`src/rtl/mem_arbiter.sv`:
```
// Two-port (CPU / device) arbiter in front of one single-port memory.
// Ties go to the port that did not win last; each access takes ACC + ACK.
module mem_arbiter #(
  parameter int ADDR_W = 8,
  parameter int DATA_W = 8
) (
  input  logic              clock,
  input  logic              reset,
  input  logic              cpu_req,
  input  logic              cpu_we,
  input  logic [ADDR_W-1:0] cpu_addr,
  input  logic [DATA_W-1:0] cpu_wdata,
  output logic              cpu_ack,
  output logic [DATA_W-1:0] cpu_rdata,
  input  logic              dev_req,
  input  logic              dev_we,
  input  logic [ADDR_W-1:0] dev_addr,
  input  logic [DATA_W-1:0] dev_wdata,
  output logic              dev_ack,
  output logic [DATA_W-1:0] dev_rdata,
  output logic [ADDR_W-1:0] mem_addr,
  output logic [DATA_W-1:0] mem_wdata,
  output logic              mem_we,
  output logic              mem_re,
  input  logic [DATA_W-1:0] mem_rdata,
  output logic              busy
);

  typedef enum logic [1:0] {
    IDLE = 2'd0,
    ACC  = 2'd1,
    ACK  = 2'd2
  } state_t;

  typedef enum logic {
    CPU = 1'b0,
    DEV = 1'b1
  } port_t;

  state_t state;
  state_t state_nxt;
  port_t  owner;
  port_t  last_grant;
  port_t  grant;
  logic   grant_vld;

  logic              lat_we;
  logic [ADDR_W-1:0] lat_addr;
  logic [DATA_W-1:0] lat_wdata;

  // In ACK only the other port may be picked up back-to-back.
  always_comb begin
    grant_vld = 1'b0;
    grant     = CPU;
    unique case (state)
      IDLE: begin
        unique case ({cpu_req, dev_req})
          2'b11: begin
            grant_vld = 1'b1;
            grant     = (last_grant == CPU) ? DEV : CPU;
          end
          2'b10: begin
            grant_vld = 1'b1;
            grant     = CPU;
          end
          2'b01: begin
            grant_vld = 1'b1;
            grant     = DEV;
          end
          default: begin
            grant_vld = 1'b0;
            grant     = CPU;
          end
        endcase
      end
      ACK: begin
        if (owner == CPU && dev_req) begin
          grant_vld = 1'b1;
          grant     = DEV;
        end else if (owner == DEV && cpu_req) begin
          grant_vld = 1'b1;
          grant     = CPU;
        end
      end
      default: begin
        grant_vld = 1'b0;
        grant     = CPU;
      end
    endcase
  end

  always_ff @(posedge clock or posedge reset) begin
    if (reset) begin
      state <= IDLE;
    end else begin
      state <= state_nxt;
    end
  end

  always_comb begin
    state_nxt = IDLE;
    unique case (state)
      IDLE:    state_nxt = grant_vld ? ACC : IDLE;
      ACC:     state_nxt = ACK;
      ACK:     state_nxt = grant_vld ? ACC : IDLE;
      default: state_nxt = IDLE;
    endcase
  end

  // Attributes are captured on the grant edge so later
  // requester changes cannot disturb the access.
  always_ff @(posedge clock or posedge reset) begin
    if (reset) begin
      owner      <= CPU;
      last_grant <= DEV;
      lat_we     <= 1'b0;
      lat_addr   <= '0;
      lat_wdata  <= '0;
    end else if (state_nxt == ACC) begin
      owner      <= grant;
      last_grant <= grant;
      if (grant == DEV) begin
        lat_we    <= dev_we;
        lat_addr  <= dev_addr;
        lat_wdata <= dev_wdata;
      end else begin
        lat_we    <= cpu_we;
        lat_addr  <= cpu_addr;
        lat_wdata <= cpu_wdata;
      end
    end
  end

  always_comb begin
    mem_we  = 1'b0;
    mem_re  = 1'b0;
    cpu_ack = 1'b0;
    dev_ack = 1'b0;
    unique case (state)
      ACC: begin
        mem_we = lat_we;
        mem_re = ~lat_we;
      end
      ACK: begin
        cpu_ack = (owner == CPU);
        dev_ack = (owner == DEV);
      end
      default: begin
        mem_we  = 1'b0;
        mem_re  = 1'b0;
      end
    endcase
  end

  assign mem_addr  = lat_addr;
  assign mem_wdata = lat_wdata;
  assign cpu_rdata = mem_rdata;
  assign dev_rdata = mem_rdata;
  assign busy      = (state != IDLE);

endmodule

```
`config.mk`:
```
export PLATFORM = sky130hd
export DESIGN_NAME = mem_arbiter
export DESIGN_NICKNAME = d
export VERILOG_FILES = /design/src/rtl/mem_arbiter.sv
export SDC_FILE = /design/constraint.sdc
export NUM_CORES = 1
export LEC_CHECK = 0
export CELL_PAD_IN_SITES_DETAIL_PLACEMENT = 1
export CELL_PAD_IN_SITES_GLOBAL_PLACEMENT = 1
export CORE_MARGIN = 4
export CORE_UTILIZATION = 24
export CTS_CLUSTER_SIZE = 8
export DETAILED_ROUTE_END_ITERATION = 8
export GPL_TIMING_DRIVEN = 0
export HOLD_SLACK_MARGIN = 0.15
export PLACE_DENSITY_LB_ADDON = 0.05
export REMOVE_ABC_BUFFERS = 1
export SYNTH_ARGS = -nofsm -noshare
export SYNTH_HDL_FRONTEND = slang
export SYNTH_SLANG_ARGS = --single-unit
```
`constraint.sdc`:
```
create_clock -name clock -period 1.75 [get_ports clock]
set_clock_uncertainty 0.05 [all_clocks]
set_input_delay 0.35 -clock clock [delete_from_list [all_inputs] [get_ports clock]]
set_output_delay 0.35 -clock clock [all_outputs]
set_load 0.01 [all_outputs]
```
==> flow_metrics.env <==
export IMPL_detail_route_wl_per_cell_um=14.1
export IMPL_antenna_found_initial=0
export IMPL_clock_network_latency_to_the_later_pin_of_the_worst_skew_pair_ns=0.26
export IMPL_top_cells_by_area_synth="sky130_fd_sc_hd__dfrtp_1, sky130_fd_sc_hd__mux2i_1, sky130_fd_sc_hd__buf_4"
export IMPL_top_level_ports=83
export IMPL_slew_at_the_pin_closest_to_its_max_slew_limit_ns=0.855
export IMPL_finalSetupViolCount=0
export IMPL_hold_path_class="register to register"
export IMPL_die_height_um=77.7
export IMPL_run_status="complete, no violations"
export IMPL_start_kind="primary input"
export IMPL_layout_cell_area_non_filler_mm2=0.00182
export IMPL_io_buffer_count=58
export IMPL_synth_top_family_by_area="buffers and inverters"
export IMPL_rsz_0062_raised_after_global_routing="yes"
export IMPL_placed_cell_area_mm2=0.00171
export IMPL_detailroute_via_count=966
export IMPL_synth_simple_gate_area_share_pct=9.33
export IMPL_final_antenna_net_count=0
export IMPL_synthesis_area_per_instance_um2=10.4
export IMPL_drt_iter0_markers=9
export IMPL_avgViaCountPerCell=4.24
export IMPL_final_period_utilization_pct=94.6
export IMPL_cts_htree_levels=1
export IMPL_root_buffer="sky130_fd_sc_hd__clkbuf_8"
export IMPL_crit_slowest_cell="sky130_fd_sc_hd__clkdlybuf4s50_1"
export IMPL_synth_yosys_seq_area_share_pct=45.2
export IMPL_core_area_mm2=0.00472
export IMPL_cp_slowest_stage_delay_ns=0.50
export IMPL_synth_xor_area_share_pct=0
export IMPL_antennaDiodeCount=0
export IMPL_maxCapViolCount=0
export IMPL_grt_first_pass_wirelength_mm=5.22
export IMPL_fillers=524
export IMPL_fmaxAchievable_ghz=0.604
export IMPL_synth_seq_cells=21
export IMPL_crit_path_max_fanout=10
export IMPL_cpLargestDelayFamily="buffers and inverters"
export IMPL_routabilityCongestion=0.664
export IMPL_cts_max_path_buffers=2
export IMPL_hold_buffers=0
export IMPL_nets=208
export IMPL_clkSlewWorstSetupHoldPaths_ns=0.08
export IMPL_fp_dieArea_mm2=0.00604
export IMPL_drc=0
export IMPL_power_density_cell_area_mw_per_mm2=1550
export IMPL_floorplan_die_width_um=77.7
export IMPL_wl_mm=3.22
export IMPL_grtUsageTotal_pct=10.8
export IMPL_timing_critical_path_arrival_ns=1.75
export IMPL_rows=25
export IMPL_dpl_worst_slack_ns=-0.656
export IMPL_finalHoldViolCount=0
export IMPL_initial_core_utilization_pct=24.7
export IMPL_cp_cell_sequence="clkdlybuf4s50_1 > nand2_1 > o2111ai_4 > buf_8 > mux2i_2 > a21oi_2"
export IMPL_post_synth_fa_ha_maj_area_fraction_pct=0
export IMPL_first_global_vias=1051
export IMPL_timing_final_crit_period_ns=1.65
export IMPL_critPathRequiredTime_ns=1.84
export IMPL_relSlewSlack_pct=42.9
export IMPL_synth_compound_area_share_pct=13.8
export IMPL_yosys_mux_area_fraction_pct=15.5
export IMPL_dr_pass1_iters=3
export IMPL_cellLeakagePower_nw=0.805
export IMPL_synth_cells=112
export IMPL_final_setup_worst_slack_ns=0.0953
export IMPL_layout_area_overhead_vs_synth_pct=55.8
export IMPL_ir_drop_worst_vdd_mv=0.469
export IMPL_global_route_overflow_total=0
export IMPL_synthDominantCellAreaShare_pct=42.9
export IMPL_worst_setup_path_end_kind="register"
export IMPL_dp_hpwl_mm=2.45
export IMPL_grt_max_degree=22
export IMPL_cts_sink_count=21
export IMPL_synthDominantAreaCellType="sky130_fd_sc_hd__dfrtp_1"
export IMPL_yosys_warnings=0
export IMPL_syn_cell_area_mm2=0.00117
export IMPL_cp_buffers_inverters=2
export IMPL_share_of_final_layout_standard_cells_stronger_than_drive_strength_1_pct=19.3
export IMPL_setup_worst_path_class="primary input to register"
export IMPL_cts_inserted_buffers=3
export IMPL_maxSlewViolCount=0
export IMPL_cts_tree="yes"
export IMPL_yosysUniqueCellTypes=18
==> layout by cell type (no fill, tap or decap) <==
cell type	synthesis	routed
sky130_fd_sc_hd__a211oi_4	1	1
sky130_fd_sc_hd__a21oi_1	7	7
sky130_fd_sc_hd__a21oi_2	10	10
sky130_fd_sc_hd__and2_1	1	1
sky130_fd_sc_hd__and3_1	2	2
sky130_fd_sc_hd__buf_16	0	1
sky130_fd_sc_hd__buf_4	18	6
sky130_fd_sc_hd__buf_6	3	1
sky130_fd_sc_hd__buf_8	0	1
sky130_fd_sc_hd__clkbuf_1	0	1
sky130_fd_sc_hd__clkbuf_2	1	1
sky130_fd_sc_hd__clkbuf_8	0	3
sky130_fd_sc_hd__clkdlybuf4s50_1	0	53
sky130_fd_sc_hd__dfrtp_1	20	19
sky130_fd_sc_hd__dfrtp_2	0	1
sky130_fd_sc_hd__dfstp_2	1	1
sky130_fd_sc_hd__dlygate4sd2_1	0	4
sky130_fd_sc_hd__inv_1	4	3
sky130_fd_sc_hd__inv_2	0	1
sky130_fd_sc_hd__mux2i_1	18	16
sky130_fd_sc_hd__mux2i_2	0	2
sky130_fd_sc_hd__nand2_1	2	2
sky130_fd_sc_hd__nor2_1	19	19
sky130_fd_sc_hd__nor3_1	1	1
sky130_fd_sc_hd__o2111ai_4	0	1
sky130_fd_sc_hd__o21ai_0	2	2
sky130_fd_sc_hd__or2_2	1	1
==> worst paths after layout <==
kind | startpoint | end | slack, ns | depth (start not counted)
hold reg to reg | last_grant$_DFFE_PP1N_ | last_grant$_DFFE_PP1N_ | 0.44 | 2
hold / removal | last_grant$_DFFE_PP1N_ | last_grant$_DFFE_PP1N_ | 0.44 | 2
setup reg to reg | last_grant$_DFFE_PP1N_ | mem_wdata[3]$_DFFE_PP0N_ | 0.17 | 5
min in group asynchronous | reset | mem_wdata[1]$_DFFE_PP0N_ | 0.51 | 2
max in group asynchronous | reset | state[1]$_DFF_PP0_ | 0.56 | 2
setup / recovery | cpu_req | mem_wdata[3]$_DFFE_PP0N_ | 0.1 | 6
==> layout make-up <==
cell class	count	area [um^2]	share of cell area [%]
Inverter	4	15.0	0.826
Timing Repair Buffer	67	669	36.8
Sequential cell	21	528	29.1
Clock buffer	4	45.0	2.48
Tap cell	67	83.8	4.61
Multi-Input combinational cell	65	475	26.2
==> cell usage after synthesis, drive strengths merged <==
master / count
inv: 4
dfrtp: 20
and2: 1
o2111ai: 1
a211oi: 1
nor2: 19
or2: 1
and3: 2
dfstp: 1
nor3: 1
o21ai: 2
nand2: 2
clkbuf: 1
a21oi: 17
buf: 21
mux2i: 18
==> tightest hold or removal path: cells and delay by family (launching register included) <==
kind	cells	cell delay (ns)
flops	1	0.37
compound gates	1	0.07
buf+inv	1	0.04
==> per-layer routing <==
layer / share of wire (%) / routed length, um / vias up / track usage, %
li1: - / - / 458 / -
met1: 36 / 1160 / 453 / 11.2
met2: 54 / 1730 / 53 / 18.8
met3: 9.7 / 312 / 2 / 5.45
met4: 0.59 / 19 / 0 / 3.20
met5: 0 / 0 / - / 0
==> stage by stage <==
step	std cells	power (mW)	hold slack, ns	utilization, %	TNS (ns)
final	228	2.82	0.442	38.5	0
after global placement	215	2.31	0.427	35.1	-33.17
after floorplan	90	1.63	0.276	-	-13.80
after global routing	228	3.04	0.495	38.5	-0.00451
after detailed placement	217	2.43	0.429	36.1	-12.08
after CTS	228	2.87	0.445	38.3	0
==> sequential cells by signal, summed over array words and instances, names as in the netlist <==
name and flops:
owner 1, last_grant 1, state 2, mem_addr 8
mem_wdata 8, lat_we 1
==> report_power, final <==
part	leakage, nW	internal (mW)	switching (mW)
combinational	0.549	0.882	0.732
sequential	0.234	0.737	0.147
clock	0.0228	0.162	0.157
==> timing repair <==
item / 4_1_cts / 5_1_grt
endpoints found under the setup margin: 25 / 8
setup buffers: 7 / 0
pin swaps: 2 / 0
resized for setup: 9 / 4
==> cell families after synthesis <==
kind of cell    count (synthesis)
simple gates                   26
buf+inv                        26
compound gates                 21
flops                          21
mux                            18
Note: power is estimated with default switching activity, not from simulation.
